[config.mk]
export PLATFORM = sky130hd
export DESIGN_NAME = ppt_pulse_controller
export DESIGN_NICKNAME = d
export VERILOG_FILES = /design/src/rtl/ppt_pkg.sv /design/src/rtl/ppt_prescaler.sv /design/src/rtl/ppt_pulse_controller.sv
export SDC_FILE = /design/constraint.sdc
export NUM_CORES = 1
export LEC_CHECK = 0
export ABC_AREA = 0
export BUFFER_PORTS_ARGS = -buffer_cell sky130_fd_sc_hd__buf_2
export CORE_MARGIN = 2
export CORE_UTILIZATION = 50
export DETAILED_ROUTE_END_ITERATION = 8
export PLACE_DENSITY = 0.69
export RECOVER_POWER = 50
export SETUP_SLACK_MARGIN = 0.3
export SYNTH_ARGS = -nofsm -noshare
export SYNTH_HDL_FRONTEND = slang
export SYNTH_SLANG_ARGS = --single-unit
[constraint.sdc]
create_clock -name clk -period 6.4 [get_ports clk]
set_input_delay 0.64 -clock clk [delete_from_list [all_inputs] [get_ports clk]]
set_output_delay 0.64 -clock clk [all_outputs]
set_load 0.02 [all_outputs]
[src/rtl/ppt_pkg.sv]
// Shared types and constants for the PPT pulse controller.
// Imported by the prescaler and the controller top.
package ppt_pkg;

    localparam int PRESC_W_DEF = 32;
    localparam int CNT_W       = 16;
    localparam int DIV_W       = 5;

    typedef enum logic [1:0] {
        IDLE,
        FIRE,
        WAIT,
        DONE
    } state_t;

endpackage

[src/rtl/ppt_prescaler.sv]
// Free-running tick prescaler.
// Emits a one-cycle tick every 2^(k+1) clocks, where k is div clamped to PRESC_W-2.
module ppt_prescaler
    import ppt_pkg::*;
#(
    parameter int PRESC_W = PRESC_W_DEF
) (
    input  logic             clk,
    input  logic             rst,
    input  logic             clr,
    input  logic [DIV_W-1:0] div,
    output logic             tick
);

    localparam int KMAX = PRESC_W - 2;

    logic [PRESC_W-1:0] presc;
    logic [PRESC_W-1:0] mask;
    logic [PRESC_W-1:0] ones;
    int                 k;

    always_comb begin
        k    = (int'(div) > KMAX) ? KMAX : int'(div);
        ones = '1;
        mask = ones >> (PRESC_W - 1 - k);
        tick = ((presc & mask) == mask);
    end

    always_ff @(posedge clk) begin
        if (rst || clr) begin
            presc <= '0;
        end else begin
            presc <= presc + PRESC_W'(1);
        end
    end

endmodule

[src/rtl/ppt_pulse_controller.sv]
// Burst pulse generator for the PPT driver.
// Fires count pulses of width ticks every period ticks; config is latched at start.
module ppt_pulse_controller
    import ppt_pkg::*;
#(
    parameter int PRESC_W = PRESC_W_DEF
) (
    input  logic             clk,
    input  logic             rst,
    input  logic [DIV_W-1:0] clk_div,
    input  logic [CNT_W-1:0] period,
    input  logic [CNT_W-1:0] width,
    input  logic [CNT_W-1:0] count,
    input  logic             run_ppt,
    output logic             fire,
    output logic             busy,
    output logic [CNT_W-1:0] count_done,
    output logic             done
);

    state_t           state;
    state_t           state_nxt;
    logic [DIV_W-1:0] div_lat;
    logic [CNT_W-1:0] period_lat;
    logic [CNT_W-1:0] width_lat;
    logic [CNT_W-1:0] count_lat;
    logic [CNT_W-1:0] tick_cnt;
    logic [CNT_W-1:0] width_eff;
    logic             tick;
    logic             cfg_ok;
    logic             pulse_end;
    logic             gap_end;
    logic             last_pulse;

    logic             latch;
    logic             clr;
    logic             fire_nxt;
    logic             busy_nxt;
    logic             done_nxt;
    logic [CNT_W-1:0] cd_nxt;
    logic [CNT_W-1:0] tc_nxt;

    ppt_prescaler #(
        .PRESC_W (PRESC_W)
    ) u_presc (
        .clk  (clk),
        .rst  (rst),
        .clr  (clr),
        .div  (div_lat),
        .tick (tick)
    );

    always_comb begin
        cfg_ok     = (period >= CNT_W'(2)) && (width != '0) && (count != '0);
        width_eff  = (width_lat >= period_lat) ? period_lat - CNT_W'(1)
                                               : width_lat;
        pulse_end  = tick && (tick_cnt == width_eff - CNT_W'(1));
        gap_end    = tick && (tick_cnt == period_lat - CNT_W'(1));
        last_pulse = (count_done + CNT_W'(1) == count_lat);
    end

    always_ff @(posedge clk) begin
        if (rst) begin
            state <= IDLE;
        end else begin
            state <= state_nxt;
        end
    end

    // Abort (run_ppt low) takes priority over a pulse ending on the same tick.
    always_comb begin
        state_nxt = state;
        unique case (state)
            IDLE: begin
                if (run_ppt) begin
                    state_nxt = cfg_ok ? FIRE : DONE;
                end
            end
            FIRE: begin
                if (!run_ppt) begin
                    state_nxt = IDLE;
                end else if (pulse_end) begin
                    state_nxt = last_pulse ? DONE : WAIT;
                end
            end
            WAIT: begin
                if (!run_ppt) begin
                    state_nxt = IDLE;
                end else if (gap_end) begin
                    state_nxt = FIRE;
                end
            end
            DONE: begin
                if (!run_ppt) begin
                    state_nxt = IDLE;
                end
            end
            default: state_nxt = IDLE;
        endcase
    end

    always_comb begin
        latch    = 1'b0;
        clr      = 1'b0;
        fire_nxt = fire;
        cd_nxt   = count_done;
        tc_nxt   = tick_cnt;
        unique case (state)
            IDLE: begin
                if (run_ppt) begin
                    latch  = 1'b1;
                    cd_nxt = '0;
                    tc_nxt = '0;
                    if (cfg_ok) begin
                        clr      = 1'b1;
                        fire_nxt = 1'b1;
                    end
                end
            end
            FIRE: begin
                if (!run_ppt) begin
                    fire_nxt = 1'b0;
                end else if (tick) begin
                    tc_nxt = tick_cnt + CNT_W'(1);
                    if (pulse_end) begin
                        fire_nxt = 1'b0;
                        cd_nxt   = count_done + CNT_W'(1);
                    end
                end
            end
            WAIT: begin
                if (!run_ppt) begin
                    fire_nxt = 1'b0;
                end else if (gap_end) begin
                    tc_nxt   = '0;
                    fire_nxt = 1'b1;
                end else if (tick) begin
                    tc_nxt = tick_cnt + CNT_W'(1);
                end
            end
            DONE: begin
                fire_nxt = 1'b0;
            end
            default: fire_nxt = 1'b0;
        endcase
        busy_nxt = (state_nxt == FIRE) || (state_nxt == WAIT);
        done_nxt = (state_nxt == DONE);
    end

    always_ff @(posedge clk) begin
        if (rst) begin
            fire       <= 1'b0;
            busy       <= 1'b0;
            done       <= 1'b0;
            count_done <= '0;
            tick_cnt   <= '0;
            div_lat    <= '0;
            period_lat <= '0;
            width_lat  <= '0;
            count_lat  <= '0;
        end else begin
            fire       <= fire_nxt;
            busy       <= busy_nxt;
            done       <= done_nxt;
            count_done <= cd_nxt;
            tick_cnt   <= tc_nxt;
            if (latch) begin
                div_lat    <= clk_div;
                period_lat <= period;
                width_lat  <= width;
                count_lat  <= count;
            end
        end
    end

endmodule

## After elaboration in Yosys (flattened, before gate mapping)

Index checks and enable logic that the tools add are counted.

| word-level totals | value |
|---|---|
| register bits | 122 |
| bits in latches | 0 |
| memory bits (writable) | 0 |
| bits in read-only memories | 0 |
| memories kept | 0 |

| cells by class | value |
|---|---|
| $add $sub $neg | 6 |
| $mul | 0 |
| divide/modulo/power cells | 0 |
| magnitude comparators | 3 |
| equal/unequal tests | 19 |
| shifts and indexed selects | 1 |
| muxes and demuxes | 34 |
| bitwise gates (word level) | 1 |
| reductions and logical operators | 14 |

Operators with widths:

| kind | count |
|---|---|
| 16-bit two-way mux | 9 |
| 16-bit equality test | 3 |
| 16-bit case mux with 3 select lines | 1 |
| 16-bit by 1-bit adder with 16-bit output (second input constant) | 2 |
| 32-bit by 1-bit adder with 32-bit output (second input constant) | 1 |
| 32-bit AND | 1 |
| 32-bit equality test | 1 |
| 16-bit case mux with 2 select lines | 1 |
| 16-bit nonzero test | 2 |
| 32-bit by 32-bit right shift with 32-bit output (first input constant) | 1 |
| 16-bit by 1-bit subtractor with 16-bit output (second input constant) | 2 |
| 6-bit by 32-bit subtractor with 32-bit output (first input constant) | 1 |
| 16-bit >= comparator | 1 |
| 16-bit by 2-bit >= comparator with 1-bit output (second input constant) | 1 |
| 2-bit two-way mux | 7 |
| 1-bit two-way mux | 13 |
| 2-bit != test (second input constant) | 6 |
| 5-bit AND reduction | 2 |
| 3-bit != test (second input constant) | 3 |
| 2-bit equality test (second input constant) | 4 |
| 2-bit case mux with 4 select lines | 1 |
| 5-bit greater-than comparator (second input constant) | 1 |
| 5-bit two-way mux | 1 |
| 2-bit by 1-bit equality test with 1-bit output (second input constant) | 2 |
| other kinds (7) | 11 |

## Depth between registers and ports, before layout

Gate-level depths: netlist of the first run.

| depth | value |
|---|---|
| depth after elaboration | 12 |
| mapped depth | 25 |
| mapped depth without buffers | 21 |

## Modules after synthesis

From an unflattened synthesis of the first run, not the netlist that was laid out.

| second synthesis, totals | value |
|---|---|
| cells, all modules | 1165 |
| area, all modules | 8707.1 sq um |

By module, submodules not included:

| module | times used | cells each | area an instance (sq um) | sequential area each (sq um) |
|---|---|---|---|---|
| ppt_pulse_controller | 1 | 948 | 6942.9 | 1801.7 |
| ppt_prescaler | 1 | 217 | 1764.2 | 640.6 |

## Worst setup path before layout of the first run

Ideal clock, no wire load.

| path | value |
|---|---|
| path kind | reg-to-reg |
| from | reg period_lat[9] |
| to | reg busy |
| library setup time | 0.127 ns |
| arrival time | 5.017 ns |
| required time | 6.273 ns |
| setup slack | 1.255 ns |
| stages on the path, launching flop included | 25 |
| buffers on the path | 4 |
| period minus slack after synthesis | 5.145 ns |
| cells stage by stage | dfxtp_1 > clkbuf_1 > inv_1 > ha_1 > nand4_1 > a211o_1 > o32a_1 > nand2_1 > buf_4 > buf_2 > nand2_1 > o21ai_0 > ha_1 > nor3b_1 > nand3_1 > or4_1 > o21ai_1 > xor2_1 > o2111ai_1 > or3b_1 > buf_2 > a21oi_1 > and2_1 > ha_1 > nor2b_1 |

| between the ends | value |
|---|---|
| longest elaborated chain between the ends | 10 |

RTL lines:

| item | RTL line | source |
|---|---|---|
| from (decl) | ppt_pulse_controller.sv:24 | `logic [CNT_W-1:0] period_lat;` |
| from (signal assigned) | ppt_pulse_controller.sv:169 | `period_lat <= period;` |
| 16-bit by 1-bit subtractor with 16-bit output or 16-bit >= comparator (tied branches) | ppt_pulse_controller.sv:55, ppt_pulse_controller.sv:58 |  |
| 16-bit two-way mux | ppt_pulse_controller.sv:55 | `width_eff = (width_lat >= period_lat) ? period_lat - CNT_W'(1)` |
| 16-bit by 1-bit subtractor with 16-bit output | ppt_pulse_controller.sv:57 | `pulse_end = tick && (tick_cnt == width_eff - CNT_W'(1));` |
| 16-bit equality test | ppt_pulse_controller.sv:57 |  |
| 1-bit logical AND | ppt_pulse_controller.sv:57 |  |
| 2-bit two-way mux | ppt_pulse_controller.sv:82 | `end else if (pulse_end) begin` |
| 2-bit two-way mux | ppt_pulse_controller.sv:80 | `if (!run_ppt) begin` |
| 2-bit case mux with 4 select lines (*) | ppt_pulse_controller.sv:73 | `unique case (state)` |
| net state_nxt[0] | ppt_pulse_controller.sv:22 | `state_t state_nxt;` |
| 2-bit by 1-bit equality test with 1-bit output or 2-bit equality test (tied branches) | ppt_pulse_controller.sv:146 | `busy_nxt = (state_nxt == FIRE) \|\| (state_nxt == WAIT);` |
| 1-bit logical OR (*) | ppt_pulse_controller.sv:146 |  |
| net busy_nxt | ppt_pulse_controller.sv:38 | `logic busy_nxt;` |
| to (signal assigned) | ppt_pulse_controller.sv:163 | `busy <= busy_nxt;` |
| to (decl) | ppt_pulse_controller.sv:16 | `output logic busy,` |

Mark *: on every way through the listed nets, which the timed path passes. The rest lies on a longest branch.
A chain may end at the register's enable or synchronous reset.

## Worst setup path after layout of the first run

Ends and elaborated chain as after synthesis.

==> impl_metrics.py, run 1 <==
metrics = {
    "clocking": {
        "clockBufferDepth": 2,
        "cts_tree": "yes",
        "clock_tree.root_cell": "clkbuf_16",
        "cts_hold_buf": 0,
        "cts.sinks": 122,
        "worstSkewPairLatency_ps": 420,
        "cts_resized": 0,
        "cts_setup_buffers": 0,
        "path_clk_slew_ps": 60,
        "numCtsBuffers": 17,
        "htreeDepth": 4,
    },
    "yosys": {
        "ys_warn_count": 0,
        "synthTopCellsByArea": "dfxtp_1 (28%), nand2_1 (7.5%), xnor2_1 (7.3%)",
        "synth_top_area_cell": "dfxtp_1",
        "synthFlopType": "dfxtp_1",
        "syn_area_mm2": 0.00859,
        "synth_cells": 1148,
        "synth_cell_type_count": 89,
        "synth-seq-cells": 122,
        "postSynthAreaPerCell_um2": 7.49,
        "synth_nets": 1232,
        "synth_top_area_share": 0.284,
        "synth-async-reset-ratio": 0,
        "ys_seq_area_frac": 0.284,
        "synth-edff-count": 0,
    },
    "timing": {
        "setup_viol": 0,
        "timing.final.crit_share": 0.857,
        "fin_tns_setup_ps": 0,
        "period_needed_ps": 5480,
        "drv_slew": 71,
        "rsz0062_at_grt": "no",
        "finClkSkew_ps": 8.80,
        "worst_pin_slew_ps": 3250,
        "hold_viol": 0,
        "clock.fmax_mhz": 182,
        "slew_headroom": -1.17,
    },
    "power_and_ir_drop": {
        "p_sw_frac": 0.374,
        "p_clk_frac": 0.340,
        "p_total_w": 0.00295,
        "leakage_nw": 3.37,
        "p_sw_w": 0.00110,
        "p_int_w": 0.00185,
        "comb_power_share": 0.361,
        "cellPowerDensity_mw_per_mm2": 308,
        "peakVddDrop_mv": 0.232,
        "p_seq_frac": 0.299,
    },
    "critical_path": {
        "cp.arrival_ps": 5670,
        "cp-start-kind": "flop",
        "crit_slowest_cell": "or3b_1",
        "crit_chain": "inv_1 -> ha_1 -> nand4_1 -> a211o_1 -> o32a_1 -> nand2_1 -> nand2_1 -> o21ai_0 -> ha_1 -> nor3b_1 -> nand3_1 -> or4_1 -> o21ai_1 -> xor2_1 -> o2111ai_1 -> or3b_1 -> a21oi_1 -> and2_1 -> ha_1 -> nor2b_1",
        "worstPathRequired_ps": 6580,
        "cp_common_cell": "ha_1",
        "max_stage_delay_ps": 520,
        "critical_path.max_fanout": 9,
        "criticalPathCategory": "reg2reg",
        "cp-end-kind": "flop",
    },
    "worst_hold_path": {
        "hold_class": "in2reg",
    },
    "die": {
        "dieArea_mm2": 0.0183,
        "start_util": 0.515,
        "boundaryPins": 75,
        "die_w_um": 135,
        "core_region_area_mm2": 0.0167,
        "die_y_um": 135,
        "placementRows": 47,
    },
    "routing": {
        "vias_per_cell": 5.96,
        "detail-route-antenna-nets": 0,
        "wirelength_um": 23400,
        "drtIter0Drc": 558,
        "drcViolationCount": 0,
        "drtPass1Iterations": 5,
        "wl_per_cell_um": 16.6,
        "vias": 8416,
    },
    "finish": {
        "mostFrequentLayoutCells": "nand2_1 (170), dfxtp_1 (122), a21oi_1 (97), nor2_1 (96), xnor2_1 (72)",
        "syn_to_final_growth_pct": 11.4,
        "layout_commonest_cell": "nand2_1",
        "nNetsFinal": 1262,
        "fin_util": 0.573,
        "n_antenna_cell": 0,
        "drive_gt1_frac": 0.110,
    },
    "global_routing": {
        "grt_pass1_wl_um": 37900,
        "grt_max_degree": 71,
        "track_usage": 0.258,
        "antenna_found_initial": 0,
        "grt_pass1_vias": 7359,
        "grt_overflow_total": 0,
    },
    "job": {
        "cap_violations": 1,
    },
    "placed_design": {
        "routabilityCongestion": 0.973,
        "dp_hpwl_um": 17300,
        "io_buffers": 74,
    },
    "outcome": {
        "outcome": "finished, violations left",
        "violations": "capacitance limit, slew limit",
    },
}
[area by class of cell]
type / count / area, um2
well taps: 220 / 275
clock inverters: 12 / 161
inverters: 41 / 154
multi-input cells: 916 / 5710
flip-flops and latches: 122 / 2440
clock buffers: 20 / 447
repair buffers: 80 / 384
fillers: 1620 / 7130
[worst paths after layout]
check                                     to  slack (ps)  cells after the start          start
worst min-delay path              div_lat[2]         460                      3     clk_div[2]
worst max-delay path                    busy         920                     20  period_lat[9]
worst max register to register          busy         920                     20  period_lat[9]
worst min register to register  count_lat[3]         470                      2   count_lat[3]
[registers in the layout, indices dropped and copies added (netlist names)]
name / count
u_presc.presc: 32
count_done: 16
count_lat: 16
period_lat: 16
tick_cnt: 16
width_lat: 16
div_lat: 5
state: 2
busy: 1
done: 1
fire: 1
[power by group through the flow]
stage               Sequential, W  Combinational (W)  Clock [W]
floorplan                0.000858           0.000845          0
global placement         0.000892            0.00104          0
detailed placement       0.000894            0.00104          0
CTS                      0.000878            0.00105    0.00101
global route             0.000888            0.00117    0.00105
finish                   0.000881            0.00106    0.00100
[worst max-delay path, delay by kind of cell (launching register included)]
kind | cells | cell delay, ps
adders and majority gates | 3 | 820
AOI/OAI and AO/OA | 6 | 1320
DFF | 1 | 500
buffers and inverters | 1 | 180
xor gates and xnor gates | 1 | 170
and+or+nand+nor | 9 | 2250
[cells in the mapped netlist, types with 4 or more instances]
library cell  number
nor3_1            26
and4_1             5
xor2_1            36
o21ai_1           22
o2111ai_1          5
o21ai_0           37
nor3b_1            6
and3_1            11
nor2b_1           12
a211oi_1           4
clkbuf_1          50
o22ai_1            7
nor2_1            96
buf_2             16
mux2i_1            7
nand2b_1           7
nor4_1            24
and2_1            10
or2_2              4
ha_1              28
inv_1             40
o211ai_1          11
a21oi_1           97
a31oi_1           15
nand3_1           44
xnor2_1           72
o31ai_2           10
o31ai_1           12
dfxtp_1          122
o21a_1             5
nand2_1          171
or3_1             16
or4_1              6
nand4_1           29
[metal layers]
| metal | vias up | wire, um | track usage |
|---|---|---|---|
| met5 | - | 0 | 0 |
| met2 | 331 | 10000 | 0.384 |
| met3 | 40 | 1650 | 0.0405 |
| met1 | 3894 | 11200 | 0.378 |
| li1 | 4151 | - | - |
| met4 | 0 | 572 | 0.0914 |
[cell families after synthesis]
logic type,synth area share
AOI/OAI and AO/OA,0.208
and+or+nand+nor,0.288
muxes,0.0108
buffers and inverters,0.0526
DFF,0.284
adders and majority gates,0.0432
xor gates and xnor gates,0.113
[through the flow]
step | area [um2] | hold WS, ps | setup WS, ps | std cells
global placement | 8990 | 457 | 1230 | 1379
global route | 9570 | 461 | 347 | 1411
CTS | 9600 | 450 | 1090 | 1411
detailed placement | 8990 | 463 | 1110 | 1379
floorplan | 8590 | 441 | 1260 | 1148
finish | 9570 | 463 | 916 | 1411
Power figures use the tool's default switching activity.
==> run 2, diff against run 1 <==
CORE_ASPECT_RATIO = 1.2   (was default)
GPL_ROUTABILITY_DRIVEN = 0   (was default)
GPL_TIMING_DRIVEN = 0   (was default)
==> impl_metrics.py, run 2 (synthesis gave the netlist of run 1 again) <==
metrics = {
    "critical_path": {
        "cp.arrival_ps": 6040,
        "cp-start-kind": "flop",
        "path_buf_inv": 5,
        "crit_slowest_cell": "o32a_1",
        "criticalPathCategory": "reg2reg",
        "crit_chain": "clkbuf_2 -> inv_1 -> ha_1 -> nand4_1 -> a211o_1 -> o32a_1 -> nand2_2 -> buf_4 -> clkbuf_4 -> nand2_1 -> o21ai_0 -> ha_2 -> a21boi_1 -> nand3_1 -> mux2i_1 -> xnor2_1 -> nor4_1 -> o2111ai_1 -> or3b_1 -> buf_2 -> a21oi_1 -> and2_1 -> ha_1 -> nor2b_1",
        "cp_top_family": "compound AO/OA/AOI/OAI gates",
        "critical_path.max_fanout": 10,
        "cp-end-kind": "flop",
        "max_stage_delay_ps": 410,
        "cp_common_cell": "ha_1",
        "worstPathRequired_ps": 6690,
    },
    "clocking": {
        "path_clk_slew_ps": 60,
        "cts.sinks": 122,
        "worstSkewPairLatency_ps": 430,
        "htreeDepth": 4,
        "numCtsBuffers": 17,
        "cts_tree": "yes",
        "clock_tree.root_cell": "clkbuf_16",
        "clockBufferDepth": 2,
    },
    "die": {
        "boundaryPins": 75,
        "die_y_um": 148,
        "core_region_area_mm2": 0.0169,
        "start_util": 0.510,
        "dieArea_mm2": 0.0183,
        "die_w_um": 124,
        "placementRows": 52,
    },
    "timing": {
        "rsz0062_at_grt": "no",
        "finClkSkew_ps": 16.2,
        "hold_viol": 0,
        "fin_ws_ps": 648,
        "worst_pin_slew_ps": 1250,
        "fin_tns_setup_ps": 0,
        "setup_viol": 0,
        "period_needed_ps": 5750,
        "clock.fmax_mhz": 174,
        "timing.final.crit_share": 0.899,
        "drv_slew": 0,
        "slew_headroom": 0.162,
    },
    "placed_design": {
        "place_area_mm2": 0.00923,
        "pre_cts_ws_ps": 153,
        "io_buffers": 74,
        "dp_hpwl_um": 18800,
    },
    "power_and_ir_drop": {
        "p_seq_frac": 0.275,
        "p_sw_w": 0.00112,
        "p_clk_frac": 0.356,
        "leakage_nw": 3.55,
        "cellPowerDensity_mw_per_mm2": 313,
        "peakVddDrop_mv": 0.197,
        "p_sw_frac": 0.359,
        "p_int_w": 0.00200,
        "comb_power_share": 0.369,
    },
    "routing": {
        "wl_per_cell_um": 16.5,
        "vias_per_cell": 5.86,
        "vias": 8623,
        "drtIter0Drc": 570,
        "wirelength_um": 24300,
        "detail-route-antenna-nets": 0,
        "drcViolationCount": 0,
        "drtPass1Iterations": 5,
    },
    "finish": {
        "multiInputGateArea_mm2": 0.00573,
        "n_antenna_cell": 0,
        "layout_commonest_cell": "nand2_1",
        "nNetsFinal": 1326,
        "syn_to_final_growth_pct": 15.6,
        "n_fill_cell": 1619,
        "finalInstanceArea_mm2": 0.00994,
        "largest_reg_flops": 32,
        "drive_gt1_frac": 0.123,
        "regArea_mm2": 0.00244,
        "top_register": "u_presc.presc",
        "mostFrequentLayoutCells": "nand2_1 (170), dfxtp_1 (122), a21oi_1 (96), nor2_1 (96), xnor2_1 (72)",
    },
    "global_routing": {
        "grt_max_degree": 17,
        "grt_pass1_wl_um": 39200,
        "grt_overflow_total": 0,
        "track_usage": 0.272,
        "antenna_found_initial": 0,
        "grt_pass1_vias": 7961,
    },
    "worst_hold_path": {
        "hold_class": "in2reg",
    },
    "outcome": {
        "outcome": "completed",
    },
    "job": {
        "cap_violations": 0,
    },
}
[run 2: final timing paths]
path,from,endpoint,slack [ps],cells past startpoint
setup reg to reg,period_lat[9],busy,650,24
hold reg to reg,count_lat[15],count_lat[15],470,2
setup / recovery,period_lat[9],busy,650,24
hold / removal,clk_div[0],div_lat[0],450,3
[run 2: stage by stage]
stage | hold WS [ps] | utilization | std cells | power, W
final | 454 | 0.590 | 1471 | 0.00311
after global routing | 463 | 0.590 | 1471 | 0.00328
after CTS | 445 | 0.589 | 1470 | 0.00309
after detailed placement | 460 | 0.548 | 1438 | 0.00197
after global placement | 457 | 0.548 | 1438 | 0.00196
after floorplan | 441 | - | 1148 | 0.00170
[run 2: tightest hold or removal path, cell delays in order]
cell	delay [ps]
buf_2	90
nand2_1	50
a21oi_1	50
[run 2: power by group through the flow]
stage	Sequential, W	Clock (W)	Combinational, W
2_1_floorplan	0.000858	0	0.000845
3_3_place_gp	0.000869	0	0.00109
3_5_place_dp	0.000870	0	0.00110
4_1_cts	0.000854	0.00112	0.00111
5_1_grt	0.000861	0.00115	0.00127
6_report	0.000856	0.00111	0.00115
[run 2: per-layer routing]
layer	track usage	vias up	part of all wire	wire length, um
met5	0	-	0	0
met4	0.147	0	0.043	1040
met3	0.0544	73	0.059	1450
met2	0.430	281	0.46	11100
met1	0.345	3985	0.44	10700
li1	-	4284	-	-
[run 2: area by class of cell]
cell class	instances	area share
Multi-Input combinational cell	916	0.577
Sequential cell	122	0.246
Clock buffer	19	0.0446
Timing Repair Buffer	75	0.0356
Buffer	69	0.0306
Tap cell	216	0.0272
Clock inverter	13	0.0240
Inverter	41	0.0155
[run 2: repair_timing]
action	4_1_cts	5_1_grt
setup buffers	0	1
cloned	0	0
resized for setup	3	12
endpoints found under the setup margin	2	18
hold buffers	0	0
